$ cat src/rtl/sprite_line_scheduler.sv
// rtl/sprite_line_scheduler.sv - per-scanline sprite prefetch controller and pixel driver
//
// Purpose: during each horizontal blank, scans the 9 entity slots once and
// requests one SpriteROM line for every entity on the next line's tile row.
// The returned data fills a 16-column line buffer. That buffer is swapped
// into the display buffer at the end of the line, and then drives `colour`.
//
// Ports:
//   clk, reset          clock; synchronous active-high reset
//   entity_1..entity_9  [13:10] sprite id (F = unused), [9:8] orientation,
//                       [7:4] tile row, [3:0] tile column
//   counter_H/V         VGA counters (H 0..799, V 0..524)
//   rom_sprite_id/rom_orientation/rom_line_index/rom_read_enable
//                       registered SpriteROM request
//   rom_data            ROM line data, valid one clock after the request
//   busy                high while a scan is in progress
//   colour              registered pixel (1 white, 0 black)
module sprite_line_scheduler #(
    parameter int NUM_SLOTS = 9
) (
    input  logic        clk,
    input  logic        reset,
    input  logic [13:0] entity_1,
    input  logic [13:0] entity_2,
    input  logic [13:0] entity_3,
    input  logic [13:0] entity_4,
    input  logic [13:0] entity_5,
    input  logic [13:0] entity_6,
    input  logic [13:0] entity_7,
    input  logic [13:0] entity_8,
    input  logic [13:0] entity_9,
    input  logic [9:0]  counter_H,
    input  logic [9:0]  counter_V,
    output logic [3:0]  rom_sprite_id,
    output logic [1:0]  rom_orientation,
    output logic [2:0]  rom_line_index,
    output logic        rom_read_enable,
    input  logic [7:0]  rom_data,
    output logic        busy,
    output logic        colour
);

    localparam logic [1:0] ST_IDLE  = 2'd0;
    localparam logic [1:0] ST_SCAN  = 2'd1;
    localparam logic [1:0] ST_DRAIN = 2'd2;

    logic [1:0]  state;
    logic [3:0]  slot;
    logic        drain_cnt;
    logic [3:0]  trow;
    logic [2:0]  lidx;

    logic [13:0] ent_in [0:NUM_SLOTS-1];
    logic [13:0] snap   [0:NUM_SLOTS-1];

    // Tag pipe: lines up each request's {match, column} with the ROM data
    // that comes back two edges after the request is issued.
    logic        tag1_valid, tag2_valid;
    logic [3:0]  tag1_col,   tag2_col;

    logic [7:0]  next_buf [0:15];
    logic [7:0]  disp_buf [0:15];
    logic [15:0] next_valid;
    logic [15:0] disp_valid;

    assign ent_in[0] = entity_1;
    assign ent_in[1] = entity_2;
    assign ent_in[2] = entity_3;
    assign ent_in[3] = entity_4;
    assign ent_in[4] = entity_5;
    assign ent_in[5] = entity_6;
    assign ent_in[6] = entity_7;
    assign ent_in[7] = entity_8;
    assign ent_in[8] = entity_9;

    // Line that the upcoming scan prefetches for (the line after the current one).
    logic [9:0] nv;
    assign nv = (counter_V == 10'd524) ? 10'd0 : counter_V + 10'd1;

    logic trigger;
    assign trigger = (state == ST_IDLE) && (counter_H == 10'd640) && (nv < 10'd480);

    logic [13:0] cur;
    logic        cur_match;
    assign cur       = snap[slot];
    assign cur_match = (cur[13:10] != 4'hF) && (cur[7:4] == trow);

    logic        do_write;
    assign do_write = tag2_valid && !next_valid[tag2_col];

    logic [3:0] h_col;
    logic [2:0] h_px;
    logic       active;
    logic       pixel;
    assign h_col  = 4'(counter_H / 10'd40);
    assign h_px   = 3'((counter_H % 10'd40) / 10'd5);
    assign active = (counter_H < 10'd640) && (counter_V < 10'd480);
    // Columns with no sprite show the white background.
    assign pixel  = disp_valid[h_col] ? disp_buf[h_col][h_px] : 1'b1;

    // Control path
    always_ff @(posedge clk) begin
        if (reset) begin
            state           <= ST_IDLE;
            slot            <= 4'd0;
            drain_cnt       <= 1'b0;
            trow            <= 4'd0;
            lidx            <= 3'd0;
            busy            <= 1'b0;
            rom_read_enable <= 1'b0;
            rom_sprite_id   <= 4'hF;
            rom_orientation <= 2'd0;
            rom_line_index  <= 3'd0;
            tag1_valid      <= 1'b0;
            tag1_col        <= 4'd0;
            tag2_valid      <= 1'b0;
            tag2_col        <= 4'd0;
            next_valid      <= 16'd0;
            disp_valid      <= 16'd0;
            colour          <= 1'b0;
        end else begin
            tag1_valid <= (state == ST_SCAN) && cur_match;
            tag1_col   <= cur[3:0];
            tag2_valid <= tag1_valid;
            tag2_col   <= tag1_col;

            // First writer to a column wins, so lower slots take priority.
            if (do_write)
                next_valid[tag2_col] <= 1'b1;

            case (state)
                ST_IDLE: begin
                    rom_read_enable <= 1'b0;
                    busy            <= 1'b0;
                    if (trigger) begin
                        state      <= ST_SCAN;
                        slot       <= 4'd0;
                        trow       <= 4'(nv / 10'd40);
                        lidx       <= 3'((nv % 10'd40) / 10'd5);
                        next_valid <= 16'd0;
                    end
                end
                ST_SCAN: begin
                    busy            <= 1'b1;
                    rom_sprite_id   <= cur[13:10];
                    rom_orientation <= cur[9:8];
                    rom_line_index  <= lidx;
                    rom_read_enable <= cur_match;
                    if (slot == 4'(NUM_SLOTS - 1)) begin
                        state     <= ST_DRAIN;
                        drain_cnt <= 1'b0;
                    end else begin
                        slot <= slot + 4'd1;
                    end
                end
                ST_DRAIN: begin
                    rom_read_enable <= 1'b0;
                    if (!drain_cnt) begin
                        busy      <= 1'b1;
                        drain_cnt <= 1'b1;
                    end else begin
                        busy  <= 1'b0;
                        state <= ST_IDLE;
                    end
                end
                default: begin
                    rom_read_enable <= 1'b0;
                    busy            <= 1'b0;
                    state           <= ST_IDLE;
                end
            endcase

            if (counter_H == 10'd799)
                disp_valid <= next_valid;

            colour <= active ? pixel : 1'b0;
        end
    end

    // Data path: contents are only meaningful where the matching valid bit is set.
    always_ff @(posedge clk) begin
        if (trigger) begin
            for (int i = 0; i < NUM_SLOTS; i++)
                snap[i] <= ent_in[i];
        end
        if (do_write)
            next_buf[tag2_col] <= rom_data;
        if (counter_H == 10'd799) begin
            for (int i = 0; i < 16; i++)
                disp_buf[i] <= next_buf[i];
        end
    end

endmodule

$ cat config.mk
export PLATFORM = sky130hd
export DESIGN_NAME = sprite_line_scheduler
export DESIGN_NICKNAME = d
export VERILOG_FILES = /design/src/rtl/sprite_line_scheduler.sv
export SDC_FILE = /design/constraint.sdc
export NUM_CORES = 1
export LEC_CHECK = 0
export CAP_MARGIN = 20
export CORE_ASPECT_RATIO = 0.75
export CORE_UTILIZATION = 58
export CTS_CLUSTER_SIZE = 28
export DETAILED_ROUTE_END_ITERATION = 8
export GPL_TIMING_DRIVEN = 0
export PLACE_DENSITY = 0.88
export SYNTH_ARGS = -nofsm -noshare
export SYNTH_HDL_FRONTEND = slang
export SYNTH_SLANG_ARGS = --single-unit
$ cat constraint.sdc
create_clock -name clk -period 19.25 [get_ports clk]
set_input_delay 1.925 -clock clk [delete_from_list [all_inputs] [get_ports clk]]
set_output_delay 1.925 -clock clk [all_outputs]
set_load 0.03 [all_outputs]
==> results of run 1 <==
-- placed cells by master (no fill, tap or decap), types with 7 or more instances in the layout --
cell / Yosys / layout
clkbuf_1: 37 / 50
and3_1: 9 / 9
nand2_1: 81 / 81
a21oi_1: 55 / 55
nor2b_1: 19 / 19
clkbuf_16: 0 / 43
nor4_1: 8 / 7
a211oi_1: 22 / 22
mux2_2: 20 / 20
ha_1: 12 / 12
nor3b_1: 7 / 7
a211o_1: 8 / 8
nor2_1: 76 / 76
o22ai_1: 9 / 9
mux4_2: 33 / 33
a221oi_1: 9 / 9
buf_4: 3 / 22
mux2i_1: 105 / 105
xor2_1: 8 / 8
nor3_1: 22 / 18
nand3_1: 19 / 19
o211ai_1: 9 / 9
inv_1: 18 / 18
clkdlybuf4s50_1: 0 / 164
nand2b_1: 10 / 10
a31oi_1: 8 / 8
o21ai_0: 45 / 45
buf_2: 28 / 29
o21a_1: 19 / 19
nand4_1: 13 / 13
edfxtp_1: 382 / 382
dfxtp_1: 72 / 72
xnor2_1: 11 / 11
-- cell usage after synthesis, types with 5 or more instances --
library cell    n
a31oi_1         8
o31ai_1         5
nand2_1        81
o2111ai_1       5
dfxtp_1        72
nor3_1         22
nor3b_1         7
and3_1          9
mux2_2         20
ha_1           12
edfxtp_1      382
o211ai_1        9
nor2_1         76
clkbuf_1       37
o21a_1         19
xor2_1          8
o22ai_1         9
nand3_1        19
a221oi_1        9
mux4_2         33
mux2i_1       105
a211o_1         8
o21ai_0        45
a211oi_1       22
a21oi_1        55
buf_2          28
o211a_1         5
a32oi_1         5
xnor2_1        11
nand4_1        13
a311oi_1        6
nand2b_1       10
and3b_1         5
nor2b_1        19
inv_1          18
nor4_1          8
-- per-stage QoR --
step / util / total power (µW) / cells
6_report: 0.707 / 2080 / 2013
4_1_cts: 0.706 / 2080 / 2006
5_1_grt: 0.707 / 2140 / 2013
3_5_place_dp: 0.665 / 1290 / 1929
2_1_floorplan: - / 1210 / 1305
3_3_place_gp: 0.658 / 1280 / 1911
-- logic make-up (layout without fill, tap and decap cells) --
logic type	count (synthesis)	in the layout	share of synthesized area
compound gates	260	260	0.0963
xor+xnor	19	19	0.00870
fa+ha+maj	13	13	0.00838
buf+inv	93	359	0.0211
flops	454	454	0.675
mux	158	158	0.106
simple gates	308	308	0.0845
-- worst paths after layout --
path / cells past startpoint / endpoint / start / slack (ps)
min reg2reg: 0 / disp_buf[3][5] / next_buf[3][5] / 400
min: 0 / disp_buf[3][5] / next_buf[3][5] / 400
max: 17 / colour / counter_H[7] / 12670
max reg2reg: 7 / next_buf[9][3] / tag2_col[0] / 15540
-- flip-flops by register name (all words and copies together), names as in the netlist, named ones only --
signal	cells
disp_valid	16
rom_read_enable	1
tag1_col	4
rom_sprite_id	4
tag1_valid	1
disp_buf	128
busy	1
drain_cnt	1
state	2
next_valid	16
rom_orientation	2
trow	4
next_buf	128
rom_line_index	3
tag2_col	4
colour	1
tag2_valid	1
lidx	3
slot	4
snap	126
-- power by group through the flow --
stage | combinational, µW | sequential [µW] | clock [µW]
detailed placement | 206 | 1080 | 0
floorplan | 124 | 1080 | 0
global placement | 199 | 1080 | 0
finish | 214 | 1060 | 810
global route | 227 | 1060 | 852
CTS | 209 | 1060 | 810
-- per-layer routing --
layer  part of all wire  up-vias  track usage
met1               0.39     6197        0.381
met4              0.030        0       0.0906
li1                   -     5578            -
met3               0.10      127       0.0497
met5                  0        -            0
met2               0.48      849        0.460
-- worst max-delay path, cell delays in order --
cell and delay (ps):
clkdlybuf4s50_1 630, clkbuf_1 440, clkbuf_1 450, a31oi_1 230, nor4_1 490, a21oi_1 140, nand4_1 130, inv_1 80
ha_1 240, nor4_1 350, o21ai_0 230, and4_1 240, a221oi_1 360, nand3_1 280, mux2i_1 370, a221oi_1 130
a211oi_1 310
-- final cells by class --
cell class              instances  area, µm²  area share
clock inverters                16        151     0.00661
inverters                      19       71.3     0.00311
flip-flops and latches        454      12900       0.564
multi-input cells             758       5830       0.255
clock buffers                  61       1180      0.0514
plain buffers                  74        337      0.0147
well taps                     442        553      0.0241
repair buffers                189       1870      0.0817
==> reports/metrics.yaml, run 1 <==
cp_max_fo: 10
max_cap_viol_count: 0
postSynthAreaPerCell_um2: 14.7
antenna_found_initial: 0
ys_types: 95
grt_pass1_vias: 12800
final_area_um2: 22900
yosysWarnings: 0
fin_crit_sh: 0.342
die_h_um: 159
yosysTopAreaCell: "edfxtp_1"
place_area_um2: 21500
grt-ovfl-total: 0
slew_headroom: 0.250
status: "finished clean"
drt-initial-drc-count: 1822
pwr-share-seq: 0.509
post_cts_buffers: 0
route.detailed.drc: 0
fmax_mhz: 152
p_leak_uw: 0.00768
synth_async_sr_flop_share: 0
clk_pin_slew_worst_paths_ps: 70
ant_nets: 0
dp_hpwl_mm: 30.8
area_growth_syn_to_layout_pct: 19.8
cts_root_buf: "clkbuf_16"
dr.pass1.iters: 6
fillCellCount: 2003
ys_seq_area_frac: 0.675
yosys-top-cells-area: "edfxtp_1 60%, dfxtp_1 7.5%, mux2i_1 5.5%"
post_cts_resized: 0
cp.arrival_ps: 7030
slew_viol_final: 0
hold_viol: 0
die-area_um2: 33700
drive_gt1_frac: 0.127
p_int_uw: 1610
synth_ff_type: "edfxtp_1"
worstSetupEndpointType: "flip-flop"
drt_wl_total_mm: 47.1
fin_tns_setup_ps: 0
gp_congestion: 0.899
power_density_nw_per_um2: 91.0
clk_latency_ps: 560
worstSetupStartpointType: "input pin"
ctsHoldBuffers: 0
hold_slack_ps: 398
wl_per_cell_um: 23.4
synth_edf_count: 382
path_class: "input pin to flip-flop"
rsz0062_at_grt: "no"
cts_buffer_depth: 3
required_ps: 19690
worst_pin_slew_ps: 1120
port_buffers: 164
cts_tree: "done"
netlist_instances: 1305
ys_ff_latch: 454
netSwitchingFraction: 0.230
antennaDiodeCount: 0
syn-cell-area_um2: 19100
rows: 57
layout_min_cycle_time_ps: 6580
vias: 12800
setup_viol: 0
grt_pass1_wl_mm: 71.9
cts_made_buffers: 42
power.share.clock: 0.389
vdd_drop_max_mv: 0.0809
fin_nets: 1706
pwr-share-comb: 0.102
grt_max_degree: 75
hold_class: "flip-flop to flip-flop"
track_usage: 0.280
cts_max_level: 2
num_io_pins: 168
avgViaCountPerCell: 6.33
start_util: 0.591
power.switching_uw: 479
synth_fp_nets: 1473
skew_ps: 30.3
post-place-ws_ps: 12240
yosysTopAreaCellShare: 0.600
fin_ws_ps: 12670
clock-sinks: 454
fp.dieW_um: 212
core_um2: 32400
Note: power is estimated with default switching activity, not from simulation.
==> inputs of run 2 (changes only) <==
--- a/config.mk
+++ b/config.mk
@@ -7,11 +7,11 @@
 export LEC_CHECK = 0
 export CAP_MARGIN = 20
 export CORE_ASPECT_RATIO = 0.75
-export CORE_UTILIZATION = 58
+export CORE_UTILIZATION = 52
 export CTS_CLUSTER_SIZE = 28
 export DETAILED_ROUTE_END_ITERATION = 8
 export GPL_TIMING_DRIVEN = 0
-export PLACE_DENSITY = 0.88
+export PLACE_DENSITY = 0.84
 export SYNTH_ARGS = -nofsm -noshare
 export SYNTH_HDL_FRONTEND = slang
 export SYNTH_SLANG_ARGS = --single-unit
==> constraint.sdc (replaced) <==
create_clock -name clk -period 5.35 [get_ports clk]
set_input_delay 0.535 -clock clk [delete_from_list [all_inputs] [get_ports clk]]
set_output_delay 0.535 -clock clk [all_outputs]
set_load 0.03 [all_outputs]
==> run 2 against run 1 <==
Worst hold slack worse by 2.4 ps. Combinational power grew to 3.6 times the previous value. Clock skew is 4.5 ps lower. Flip-flop and latch count stayed put. Final area is 0.85% higher. Count of clock-buffer cells in the layout is 9 lower. Power grew to 3.7 times the previous value. Setup slack worse by 12000 ps. Critical endpoint unchanged. Cell count is 0.89% higher. Routed wire length is 7.7% lower. Clock power grew to 3.8 times the previous value. Largest power group unchanged.
==> reports/metrics.yaml, run 2 (synthesis results as in run 1) <==
final_area_um2: 23100  # +0.85%
fin_crit_sh: 0.920
p_leak_uw: 0.00774  # +0.79%
grt_busiest_layer: "met2"
post-place-ws_ps: -43.1  # -12290 ps
worst_pin_slew_ps: 1100  # -20.7 ps
cts_max_level: 2  # unchanged
layout_min_cycle_time_ps: 4920
cp_max_fo: 10  # unchanged
port_buffers: 164  # unchanged
ant_nets: 0  # unchanged
clock-sinks: 454  # unchanged
grt_use_met3: 0.0424  # -0.00730
clk_pin_slew_worst_paths_ps: 60  # about the same
cp_common_cell: "nor4_1"
drt-initial-drc-count: 1395  # -23%
skew_ps: 25.7  # -4.51 ps
path_class: "input pin to flip-flop"
grtUsageMet2: 0.383  # -0.0770
fin_ws_ps: 426  # -12240 ps
fillCellCount: 2534  # +27%
rsz0062_at_grt: "no"
cp_top_family: "simple AND/OR/NAND/NOR gates"
max_cap_viol_count: 0  # unchanged
vias: 12200  # -4.1%
fmax_mhz: 203
cp.arrival_ps: 5380  # -1650 ps
crit_buf_inv: 4  # unchanged
cts_root_buf: "clkbuf_16"
cts_buffer_depth: 3  # unchanged
dp_hpwl_mm: 30.1  # -2.5%
fin_nets: 1701  # -0.29%
start_util: 0.531  # -0.0599
track_usage: 0.235  # -0.0453
vdd_drop_max_mv: 0.236  # +190%
post_cts_buffers: 0  # unchanged
grt_pass1_vias: 12200  # -4.8%
grt_pass1_wl_mm: 68.3  # -4.9%
required_ps: 5810  # -13880 ps
slowest_stage: "clkdlybuf4s50_1"
setup_viol: 0  # unchanged
dr.pass1.iters: 5  # -1
hold_class: "flip-flop to flip-flop"
die-area_um2: 37500  # +11%
antenna_found_initial: 0  # unchanged
die_h_um: 168  # +5.5%
power_density_nw_per_um2: 330  # +260%
place_area_um2: 21600  # +0.53%
worstSetupStartpointType: "input pin"
drt_wl_total_mm: 43.4  # -7.7%
cts_tree: "done"
layout_commonest_cell: "edfxtp_1"
layout_common_cells: "382 x edfxtp_1, 164 x clkdlybuf4s50_1, 105 x mux2i_1"
grt-ovfl-total: 0  # unchanged
fp.dieW_um: 223  # +5.6%
use_met1: 0.327  # -0.0549
drive_gt1_frac: 0.130  # +0.00360
core_um2: 36000  # +11%
worstSetupEndpointType: "flip-flop"
reg_top3: "disp_buf x128, next_buf x128, snap x126"
crit_chain: "clkdlybuf4s50_1 -> buf_2 -> clkbuf_1 -> o21ai_0 -> and3_1 -> o31a_1 -> nor4_1 -> a21oi_1 -> nand4_1 -> inv_1 -> ha_1 -> nor4_1 -> o21ai_0 -> and4_1 -> a221oi_1 -> nand3_1 -> mux2i_1 -> nor4_1 -> a211oi_1"
antennaDiodeCount: 0  # unchanged
hold_viol: 0  # unchanged
clk_latency_ps: 560  # about the same
num_io_pins: 168  # unchanged
status: "finished clean"
wl_per_cell_um: 21.4  # -8.5%
grt_max_degree: 125  # +67%
ctsHoldBuffers: 0  # unchanged
cpPeakStageDelay_ps: 470  # -160 ps
avgViaCountPerCell: 6.02  # -4.9%
slew_headroom: 0.264  # +0.0138
slew_viol_final: 0  # unchanged
rows: 60  # +5.3%
cts_made_buffers: 42  # unchanged
area_growth_syn_to_layout_pct: 20.8
gp_congestion: 0.918  # +2.2%
route.detailed.drc: 0  # unchanged
==> run 2: power by group <==
part           total, µW  leakage, µW  switching (µW)  internal, µW
sequential          3820      0.00401            2.31          3810
combinational        764      0.00302             435           329
clock               3040     0.000699            1250          1790
==> run 2: metal layers <==
metal / part of all wire / wire length (µm)
met5: 0 / 0
met4: 0.018 / 766
met3: 0.087 / 3780
met2: 0.47 / 20600
met1: 0.42 / 18300
==> run 2: area by class of cell <==
class / count / area (µm²) / share of cell area
inverters: 19 / 71.3 / 0.00309
repair buffers: 184 / 1870 / 0.0809
multi-input cells: 758 / 5850 / 0.253
plain buffers: 74 / 393 / 0.0170
well taps: 465 / 582 / 0.0252
clock buffers: 52 / 1120 / 0.0484
flip-flops and latches: 454 / 12900 / 0.559
clock inverters: 25 / 297 / 0.0128
==> run 2: timing repair <==
action	in CTS	in global routing
hold endpoints to repair	0	0
setup endpoints to repair	0	1
resized for setup	0	2
==> run 2: path summary, 6_finish.rpt <==
check             slack (ps)  depth (start not counted)               to       startpoint
hold / removal           400                          0  disp_buf[10][4]  next_buf[10][4]
setup reg to reg        1730                          8   next_buf[5][6]      tag2_col[0]
hold reg to reg          400                          0  disp_buf[10][4]  next_buf[10][4]
setup / recovery         430                         19           colour     counter_H[5]
==> run 2: stage by stage <==
step | total power [µW] | instances | utilization | hold WS [ps] | setup TNS, ps
3_3_place_gp | 4620 | 1934 | 0.595 | 400 | -393010
4_1_cts | 7650 | 2026 | 0.640 | 396 | 0
3_5_place_dp | 4640 | 1949 | 0.600 | 405 | -43.1
2_1_floorplan | 4350 | 1305 | - | 400 | -16280
5_1_grt | 7860 | 2031 | 0.641 | 409 | 0
6_report | 7620 | 2031 | 0.641 | 396 | 0
==> inputs of run 3 (changes only) <==
--- a/config.mk
+++ b/config.mk
@@ -8,10 +8,12 @@
 export CAP_MARGIN = 20
 export CORE_ASPECT_RATIO = 0.75
 export CORE_UTILIZATION = 52
+export CTS_BUF_LIST = sky130_fd_sc_hd__clkbuf_4 sky130_fd_sc_hd__clkbuf_8 sky130_fd_sc_hd__clkbuf_16
 export CTS_CLUSTER_SIZE = 28
 export DETAILED_ROUTE_END_ITERATION = 8
 export GPL_TIMING_DRIVEN = 0
 export PLACE_DENSITY = 0.84
+export SETUP_SLACK_MARGIN = 0.15
 export SYNTH_ARGS = -nofsm -noshare
 export SYNTH_HDL_FRONTEND = slang
 export SYNTH_SLANG_ARGS = --single-unit
==> run 3 against run 2 <==
Final area rose by 0.23%. Global-route usage barely moved. Non-clock buffer count did not move. Clock power rose by 1%. Critical path depth fell by 3. Core utilization rose by 0.15 points. Routed wire length rose by 0.32%. Clock skew rose by 1.4 ps. Largest power group unchanged.
==> reports/metrics.yaml, run 3 (synthesis results as in run 1) <==
post-place-ws_ps: -43.1  # unchanged
fin_tns_setup_ps: 0  # unchanged
p_leak_uw: 0.00777  # +0.44%
hold_viol: 0  # unchanged
cts_made_buffers: 42  # unchanged
cp_max_fo: 10  # unchanged
grt_pass1_wl_mm: 68.4  # +0.13%
start_util: 0.531  # unchanged
setup_viol: 0  # unchanged
worstReg2RegEnd: "next_buf[4][0]"
reg2reg_slack_ps: 1710  # -20 ps
slew_headroom: 0.222  # -0.0416
max_cap_viol_count: 0  # unchanged
fin_ws_ps: 508  # +82.7 ps
crit-reg2reg-launch: "tag2_col[0]"
power_density_nw_per_um2: 331  # +0.35%
slew_viol_final: 0  # unchanged
fin_crit_sh: 0.905  # -0.0155
die_h_um: 168  # unchanged
fmax_mhz: 207  # +1.7%
gp_congestion: 0.918  # unchanged
vdd_drop_max_mv: 0.237  # +0.53%
layout_common_cells: "382 x edfxtp_1, 164 x clkdlybuf4s50_1, 105 x mux2i_1"
worstSetupStartpointType: "input pin"
area_growth_syn_to_layout_pct: 21.1
cp.arrival_ps: 5260  # -120 ps
skew_ps: 27.2  # +1.42 ps
port_buffers: 164  # unchanged
reg_top3: "disp_buf x128, next_buf x128, snap x126"
cp-endpoint: "lidx[0]"
vias: 12300  # +0.20%
worstSetupEndpointType: "flip-flop"
cts_max_level: 2  # unchanged
grt-ovfl-total: 0  # unchanged
ant_nets: 0  # unchanged
worst_pin_slew_ps: 1160  # +62.2 ps
drive_gt1_frac: 0.139  # +0.00894
ctsHoldBuffers: 0  # unchanged
grt_pass1_vias: 12200  # +0.049%
layout_commonest_cell: "edfxtp_1"
layout_min_cycle_time_ps: 4840  # -82.7 ps
reg2reg_depth: 7  # -1
route.detailed.drc: 0  # unchanged
rows: 60  # unchanged
dr.pass1.iters: 5  # unchanged
wl_per_cell_um: 21.5  # +0.32%
post-route-util: 0.642  # +0.00146
startpoint: "counter_V[0]"
status: "finished clean"
track_usage: 0.235  # +0.000343
grt_max_degree: 125  # unchanged
fin_nets: 1701  # unchanged
path_class: "input pin to flip-flop"
place_inst: 1949  # unchanged
avgViaCountPerCell: 6.03  # +0.20%
clk_latency_ps: 560  # about the same
required_ps: 5770  # -40 ps
num_io_pins: 168  # unchanged
fp.dieW_um: 223  # unchanged
cts_tree: "done"
drt-initial-drc-count: 1345  # -3.6%
die-area_um2: 37500  # unchanged
cts_buffer_depth: 3  # unchanged
antennaDiodeCount: 0  # unchanged
hold_class: "flip-flop to flip-flop"
instances_no_fill: 2031  # unchanged
drt_wl_total_mm: 43.6  # +0.32%
clock-sinks: 454  # unchanged
antenna_found_initial: 0  # unchanged
core_um2: 36000  # unchanged
rsz0062_at_grt: "no"
clk_pin_slew_worst_paths_ps: 60  # about the same
dp_hpwl_mm: 30.1  # unchanged
cts_root_buf: "clkbuf_16"
-- run 3: where the power goes --
part / internal, µW / switching, µW / leakage (µW)
combinational: 331 / 437 / 0.00303
clock: 1820 / 1260 / 0.000723
sequential: 3810 / 2.29 / 0.00401
total: 5970 / 1700 / 0.00777
-- run 3: timing repair --
action                     CTS  global route
setup buffers                0             0
gates resized for setup      0            12
setup endpoints to repair    0             1
-- run 3: per-stage QoR --
stage | hold WS [ps] | power (µW) | area (µm²)
3_3_place_gp | 400 | 4620 | 21400
2_1_floorplan | 400 | 4350 | 19200
6_report | 394 | 7670 | 23100
5_1_grt | 409 | 7900 | 23100
4_1_cts | 396 | 7690 | 23100
3_5_place_dp | 405 | 4640 | 21600
-- run 3: how the worst min path moves through the flow --
stage,start,end,slack [ps],cells past startpoint
global route,next_buf[11][2],disp_buf[11][2],410,0
finish,next_buf[10][4],disp_buf[10][4],390,0
detailed placement,next_buf[0][6],disp_buf[0][6],400,0
floorplan,next_buf[0][0],disp_buf[0][0],400,0
global placement,next_buf[13][0],disp_buf[13][0],400,0
CTS,next_buf[11][2],disp_buf[11][2],400,0
-- run 3: worst max-delay path: stages --
cell and delay (ps):
clkdlybuf4s50_1 590, ha_1 230, and4_1 290, nand2_1 140, mux2i_1 620, nand2_1 160
a32oi_1 770, buf_4 300, o22ai_1 100, o22a_1 250, nand2_1 100, ha_1 300
nor3_1 130, or3_1 410, o22ai_1 200, a31oi_1 100
-- run 3: layout make-up --
| class | count | area (µm²) |
|---|---|---|
| tap | 465 | 582 |
| inverter | 19 | 71.3 |
| sequential | 454 | 12900 |
| timing repair buffer | 184 | 1870 |
| clock buffer | 52 | 1140 |
| buffer | 74 | 397 |
| clock inverter | 25 | 297 |
| multi-input combinational | 758 | 5880 |
| fill | 2532 | 12900 |
-- run 3: layer usage --
metal	track usage	vias to the layer above	routed length [µm]
met1	0.326	6007	18300
li1	-	5571	-
met2	0.385	608	20600
met4	0.0619	0	773
met3	0.0431	68	3860
met5	0	-	0
